==> config.mk <==
export PLATFORM = sky130hd
export DESIGN_NAME = mux4_rr_arbiter
export DESIGN_NICKNAME = d
export VERILOG_FILES = /design/src/rtl/mux4_rr_arbiter.sv
export SDC_FILE = /design/constraint.sdc
export NUM_CORES = 1
export LEC_CHECK = 0
export CELL_PAD_IN_SITES_DETAIL_PLACEMENT = 0
export CELL_PAD_IN_SITES_GLOBAL_PLACEMENT = 2
export CORE_UTILIZATION = 32
export CTS_CLUSTER_SIZE = 20
export DETAILED_ROUTE_END_ITERATION = 8
export GPL_TIMING_DRIVEN = 0
export PLACE_DENSITY = 0.92
export SLEW_MARGIN = 10
export SYNTH_ARGS = -nofsm -noshare
export SYNTH_HDL_FRONTEND = slang
export SYNTH_SLANG_ARGS = --single-unit
==> constraint.sdc <==
create_clock -name clk -period 3.4 [get_ports clk]
set_input_delay 0.34 -clock clk [delete_from_list [all_inputs] [get_ports clk]]
set_output_delay 0.34 -clock clk [all_outputs]
set_load 0.005 [all_outputs]
==> src/rtl/mux4_rr_arbiter.sv <==
// -----------------------------------------------------------------------------
// mux4_rr_arbiter
//   Round-robin arbiter that shares one 4:1 select path (mux4x1) among four
//   requesters. A winner keeps its grant for as long as it holds req high.
//   The mux address comes from the registered owner index.
//
//   Optional feature: define ARB_TIMEOUT_EN to limit how long one owner can
//   hold the grant. After MAX_HOLD consecutive grant cycles the owner is
//   preempted, but only if another requester is waiting.
//
// Parameters
//   MAX_HOLD  max consecutive grant cycles per owner (ARB_TIMEOUT_EN only)
//   CNT_W     hold-counter width, 2**CNT_W > MAX_HOLD
//
// Ports
//   clk      in   1  system clock, rising edge
//   reset_n  in   1  asynchronous active-low reset
//   req      in   4  level request per requester
//   data_in  in   4  data bit per requester (mux inputs)
//   grant    out  4  one-hot grant, registered, 0 when idle
//   sel      out  2  registered owner index, mux address
//   busy     out  1  registered, 1 while grant != 0
//   out      out  1  busy ? data_in[sel] : 0
// -----------------------------------------------------------------------------

module mux4x1 (
  input  logic [3:0] muxIns,
  input  logic [1:0] addr,
  output logic       muxOut
);
  assign muxOut = muxIns[addr];
endmodule

module mux4_rr_arbiter #(
  parameter int MAX_HOLD = 8,
  parameter int CNT_W    = 4
) (
  input  logic       clk,
  input  logic       reset_n,
  input  logic [3:0] req,
  input  logic [3:0] data_in,
  output logic [3:0] grant,
  output logic [1:0] sel,
  output logic       busy,
  output logic       out
);

  // state | meaning
  // IDLE  | no owner, grant = 0, sel keeps the last owner index
  // BUSY  | one owner holds the grant while its req stays high
  typedef enum logic {S_IDLE, S_BUSY} state_t;

  if (MAX_HOLD < 1 || (2 ** CNT_W) <= MAX_HOLD) begin : g_bad_params
    $error("mux4_rr_arbiter: need MAX_HOLD >= 1 and 2**CNT_W > MAX_HOLD");
  end

  state_t     r_state, w_nxt_state;
  logic [3:0] r_grant, w_nxt_grant;
  logic [1:0] r_sel,   w_nxt_sel;
  logic       r_busy,  w_nxt_busy;
  logic [1:0] r_ptr,   w_nxt_ptr;

  logic [3:0] w_arb_req;
  logic       w_arb_valid;
  logic [1:0] w_arb_idx;
  logic [1:0] w_scan_idx;
  logic       w_mux_out;

`ifdef ARB_TIMEOUT_EN
  localparam logic [CNT_W-1:0] HOLD_LAST = CNT_W'(MAX_HOLD - 1);
  localparam logic [CNT_W-1:0] HOLD_SAT  = CNT_W'(MAX_HOLD);
  logic [CNT_W-1:0] r_hold_cnt, w_nxt_hold_cnt;
`endif

  // The current owner is never a candidate. Arbitration only matters when
  // the owner releases (its req is already low) or is preempted. In IDLE,
  // r_grant is zero.
  assign w_arb_req = req & ~r_grant;

  // The scan runs from the far end of the search order toward ptr.
  // The last hit is therefore the first set bit at or after ptr.
  always_comb begin
    w_arb_valid = 1'b0;
    w_arb_idx   = 2'd0;
    w_scan_idx  = 2'd0;
    for (int k = 3; k >= 0; k--) begin
      w_scan_idx = r_ptr + 2'(k);
      if (w_arb_req[w_scan_idx]) begin
        w_arb_valid = 1'b1;
        w_arb_idx   = w_scan_idx;
      end
    end
  end

  always_comb begin
    w_nxt_state    = r_state;
    w_nxt_grant    = r_grant;
    w_nxt_sel      = r_sel;
    w_nxt_busy     = r_busy;
    w_nxt_ptr      = r_ptr;
`ifdef ARB_TIMEOUT_EN
    w_nxt_hold_cnt = r_hold_cnt;
`endif
    case (r_state)
      S_IDLE: begin
        if (w_arb_valid) begin
          w_nxt_state    = S_BUSY;
          w_nxt_grant    = 4'b0001 << w_arb_idx;
          w_nxt_sel      = w_arb_idx;
          w_nxt_busy     = 1'b1;
          w_nxt_ptr      = w_arb_idx + 2'd1;
`ifdef ARB_TIMEOUT_EN
          w_nxt_hold_cnt = '0;
`endif
        end
      end
      S_BUSY: begin
        if (!req[r_sel]) begin
          if (w_arb_valid) begin
            // Hand off to the next winner with no idle cycle in between.
            w_nxt_grant    = 4'b0001 << w_arb_idx;
            w_nxt_sel      = w_arb_idx;
            w_nxt_ptr      = w_arb_idx + 2'd1;
`ifdef ARB_TIMEOUT_EN
            w_nxt_hold_cnt = '0;
`endif
          end else begin
            w_nxt_state = S_IDLE;
            w_nxt_grant = 4'b0000;
            w_nxt_busy  = 1'b0;
          end
        end
`ifdef ARB_TIMEOUT_EN
        // The counter saturates. A late challenger therefore still
        // preempts on the first edge at which it is seen.
        else if (r_hold_cnt >= HOLD_LAST && w_arb_valid) begin
          w_nxt_grant    = 4'b0001 << w_arb_idx;
          w_nxt_sel      = w_arb_idx;
          w_nxt_ptr      = w_arb_idx + 2'd1;
          w_nxt_hold_cnt = '0;
        end else if (r_hold_cnt < HOLD_SAT) begin
          w_nxt_hold_cnt = r_hold_cnt + 1'b1;
        end
`endif
      end
      default: begin
        w_nxt_state = S_IDLE;
        w_nxt_grant = 4'b0000;
        w_nxt_busy  = 1'b0;
      end
    endcase
  end

  always_ff @(posedge clk or negedge reset_n) begin
    if (!reset_n) begin
      r_state    <= S_IDLE;
      r_grant    <= 4'b0000;
      r_sel      <= 2'd0;
      r_busy     <= 1'b0;
      r_ptr      <= 2'd0;
`ifdef ARB_TIMEOUT_EN
      r_hold_cnt <= '0;
`endif
    end else begin
      r_state    <= w_nxt_state;
      r_grant    <= w_nxt_grant;
      r_sel      <= w_nxt_sel;
      r_busy     <= w_nxt_busy;
      r_ptr      <= w_nxt_ptr;
`ifdef ARB_TIMEOUT_EN
      r_hold_cnt <= w_nxt_hold_cnt;
`endif
    end
  end

  mux4x1 u_mux (
    .muxIns (data_in),
    .addr   (r_sel),
    .muxOut (w_mux_out)
  );

  assign grant = r_grant;
  assign sel   = r_sel;
  assign busy  = r_busy;
  assign out   = r_busy & w_mux_out;

endmodule

==> summary.md <==
| Metric | Value |
|---|---|
| Cell leakage power | `a little over 0.4 nW` |
| CTS tree | `done` |
| Drt drc | `0` |
| Clock skew | `between 4 and 5 ps` |
| Crit end category | `output port` |
| Req. time, crit path | `roughly 3100 ps` |
| Final WS setup | `roughly 1200 ps` |
| Row count | `16` |
| Post-DP HPWL | `~1200 µm` |
| 1st-iter DRT viols | `3` |
| Max_cap viols | `0` |
| Clk pwr share | `between 10% and 20%` |
| Sequential share of the synthesized area | `between 30% and 40%` |
| Worst Setup Slack post-DPL | `958 ps` |
| Peak VDD IR | `around 0.00038 V` |
| CP max stage cell | `mux4_1` |
| Critical-path cell list | `mux4_1 > and2_1 > clkdlybuf4s50_1` |
| Largest net degree at the start of global routing | `11` |
| CTS H-Tree Depth | `1` |
| Global route total overflow | `0` |
| Core box area | `2040 µm²` |
| Setup_tns | `0 ps` |
| Max-slew violations | `0` |
| Top-area cell type share of the netlist area | `a little over a third` |
| Num CTS Buffers | `3` |
| Status | `finished clean` |
| Drt total wl | `1450 µm` |
| Fmax | `~460 MHz` |
| Gr usage total | `~14%` |
| Fillcell total | `204` |
| Slew HR | `56.7%` |
| Pwr Density | `799 nW/µm²` |
| Seq pwr share | `27.5%` |
| Resized cells post-CTS | `0` |
| RSZ-0062 raised after global routing | `false` |
| Ant. Diodes | `0` |
| Antenna violations before repair | `0` |
| Flops & latches, synth | `10` |
| Final Hold Fails | `0` |
| Die width | `49.3 µm` |
| Arr. time, crit path | `~1900 ps` |
| Synth area leader | `dfrtp_1` |
| # IOs | `18` |
| Startpoint Class | `flip-flop` |
| CP max FO | `4` |
| Synth Cell Area | `717 µm²` |
| Footprint of the multi-input gates | `440 µm²` |
| Critical path class | `reg -> out` |
| Synth Instances | `63` |
| Slew @ Worst Pin | `approximately 650 ps` |
| Postcts setup bufs | `0` |
| CP peak stage delay | `approximately 560 ps` |
| Sw frac | `between 30% and 40%` |
| Starting Density | `a little over a third` |
| Via Count | `552` |
| Crit path max-delay family | `multiplexers` |
| CTS clk-pin slew, worst paths | `around 80 ps` |
| Die Y | `a little under 50 µm` |
| Minimum clock period after layout | `around 2200 ps` |
| Routability cong. | `roughly 0.72` |
| Die area | `2430 µm²` |
| Post-Syn Area per Cell | `11.4 µm²` |
| Cts hold-fix bufs | `0` |
| Final Setup Violations | `0` |
| WL per Instance | `13.0 µm` |
| Nets@finish | `100` |
| Mapped Nets | `slightly below 80` |
| Tcrit/Tclk final | `between 60% and 70%` |
| First-pass DRT Iterations | `2` |
| Share of cells above drive strength 1 | `a little under a fifth` |
| Synth-to-Final Area Change | `33.5%` |
| Clk buf depth | `2` |
| FF+latch area | `between 200 and 300 µm²` |
| Cell Int Power | `0.490 mW` |
| Synth cell types | `28` |
| Number of global-route vias before repair | `~560` |
| ANT nets after route | `0` |
| Clk_lat worst skew | `around 260 ps` |
| Synth top area cells | `dfrtp_1, ha_1, mux2_4` |
| Combinational Power Share | `between 50 and 60%` |
| Total net switching power | `0.275 mW` |
| First-pass GRT wire length | `2440 µm` |
| Root Buffer | `clkbuf_4` |
| Avg Vias per Cell | `~5` |
| IO Port Bufs | `17` |
| Post-layout util | `46.9%` |
| Yosys warning count | `0` |
| Min-Delay Path Class | `in -> async` |
| CP Buf/Inv Count | `1` |
| Clock Sinks | `10` |
[flip-flops by register name (all words and copies together) (netlist names)]
name / flops
busy: 1
grant: 4
r_state: 1
sel: 2
r_ptr: 2
[worst reg2reg max path: cells and delay by family (launching register included)]
| family | cells | cell delay (ps) |
|---|---|---|
| fa+ha+maj | 1 | 350 |
| simple gates | 1 | 320 |
| compound gates | 2 | 620 |
| flops | 1 | 390 |
| mux | 1 | 260 |
[layer usage]
layer / vias to the layer above / routed length (µm) / track usage (%)
met4: 0 / 4 / 4.41
met1: 264 / 649 / 16.0
met3: 2 / 84 / 3.74
met2: 16 / 710 / 23.3
li1: 270 / - / -
met5: - / 0 / 0
[power groups by stage]
stage / sequential [mW] / combinational [mW] / clock [mW]
2_1_floorplan: 0.206 / 0.313 / 0
3_3_place_gp: 0.211 / 0.444 / 0
3_5_place_dp: 0.214 / 0.447 / 0
4_1_cts: 0.211 / 0.451 / 0.111
5_1_grt: 0.220 / 0.491 / 0.119
6_report: 0.210 / 0.446 / 0.109
[worst paths after layout]
| check | from | to | slack, ps | depth (start not counted) |
|---|---|---|---|---|
| max in group asynchronous | reset_n | grant[1]$_DFFE_PN0P_ | 2670 | 1 |
| min reg2reg | busy$_DFFE_PN0P_ | busy$_DFFE_PN0P_ | 560 | 2 |
| max | sel[0]$_DFFE_PN0P_ | out | 1210 | 3 |
| min in group clk | busy$_DFFE_PN0P_ | busy$_DFFE_PN0P_ | 560 | 2 |
| min | reset_n | r_ptr[0]$_DFFE_PN0P_ | 400 | 1 |
| max reg2reg | grant[1]$_DFFE_PN0P_ | r_ptr[1]$_DFFE_PN0P_ | 1340 | 5 |
[area by class of cell]
class / instances / area share, %
plain buffers: 1 / 0.784
repair buffers: 17 / 17.8
clock buffers: 4 / 3.79
flip-flops and latches: 10 / 26.1
well taps: 27 / 3.53
multi-input cells: 47 / 46.0
inverters: 5 / 1.96
[Yosys cell counts (all sizes together)]
cell,n
a31o,4
mux2i,1
nand2b,3
and2,1
inv,5
o21ai,2
mux4,2
mux2,3
o32a,1
nor3b,1
buf,1
a211oi,2
or3b,1
nor2,1
dfrtp,10
o221ai,1
nor2b,4
nand2,4
and2b,4
ha,5
nor4b,1
a21oi,5
nor4,1
[metrics by stage]
step | instances | power [mW] | instance area, µm² | hold slack [ps]
global route | 111 | 0.829 | 957 | 420
finish | 111 | 0.765 | 957 | 400
CTS | 111 | 0.773 | 957 | 404
global placement | 107 | 0.655 | 921 | 530
floorplan | 63 | 0.519 | 717 | 44.4
detailed placement | 107 | 0.661 | 921 | 555
[cell usage in the layout, fill, tap and decap left out, drive strengths merged]
cell type and n:
a211oi 2, a21oi 5, a31o 4, and2 1, and2b 4, buf 1, clkbuf 4, clkdlybuf4s50 17
dfrtp 10, ha 5, inv 5, mux2 3, mux2i 1, mux4 2, nand2 4, nand2b 3
nor2 1, nor2b 4, nor3b 1, nor4 1, nor4b 1, o21ai 2, o221ai 1, o32a 1
or3b 1
[kinds of logic after synthesis]
group	count (synthesis)	synth area share, %
adder cells (fa/ha/maj)	5	8.73
AO/OA/AOI/OAI	15	16.1
flip-flops	10	34.9
AND/OR/NAND/NOR	21	22.2
multiplexers	6	14.5
buffers and inverters	6	3.67
(Power assumes the default switching activity.)
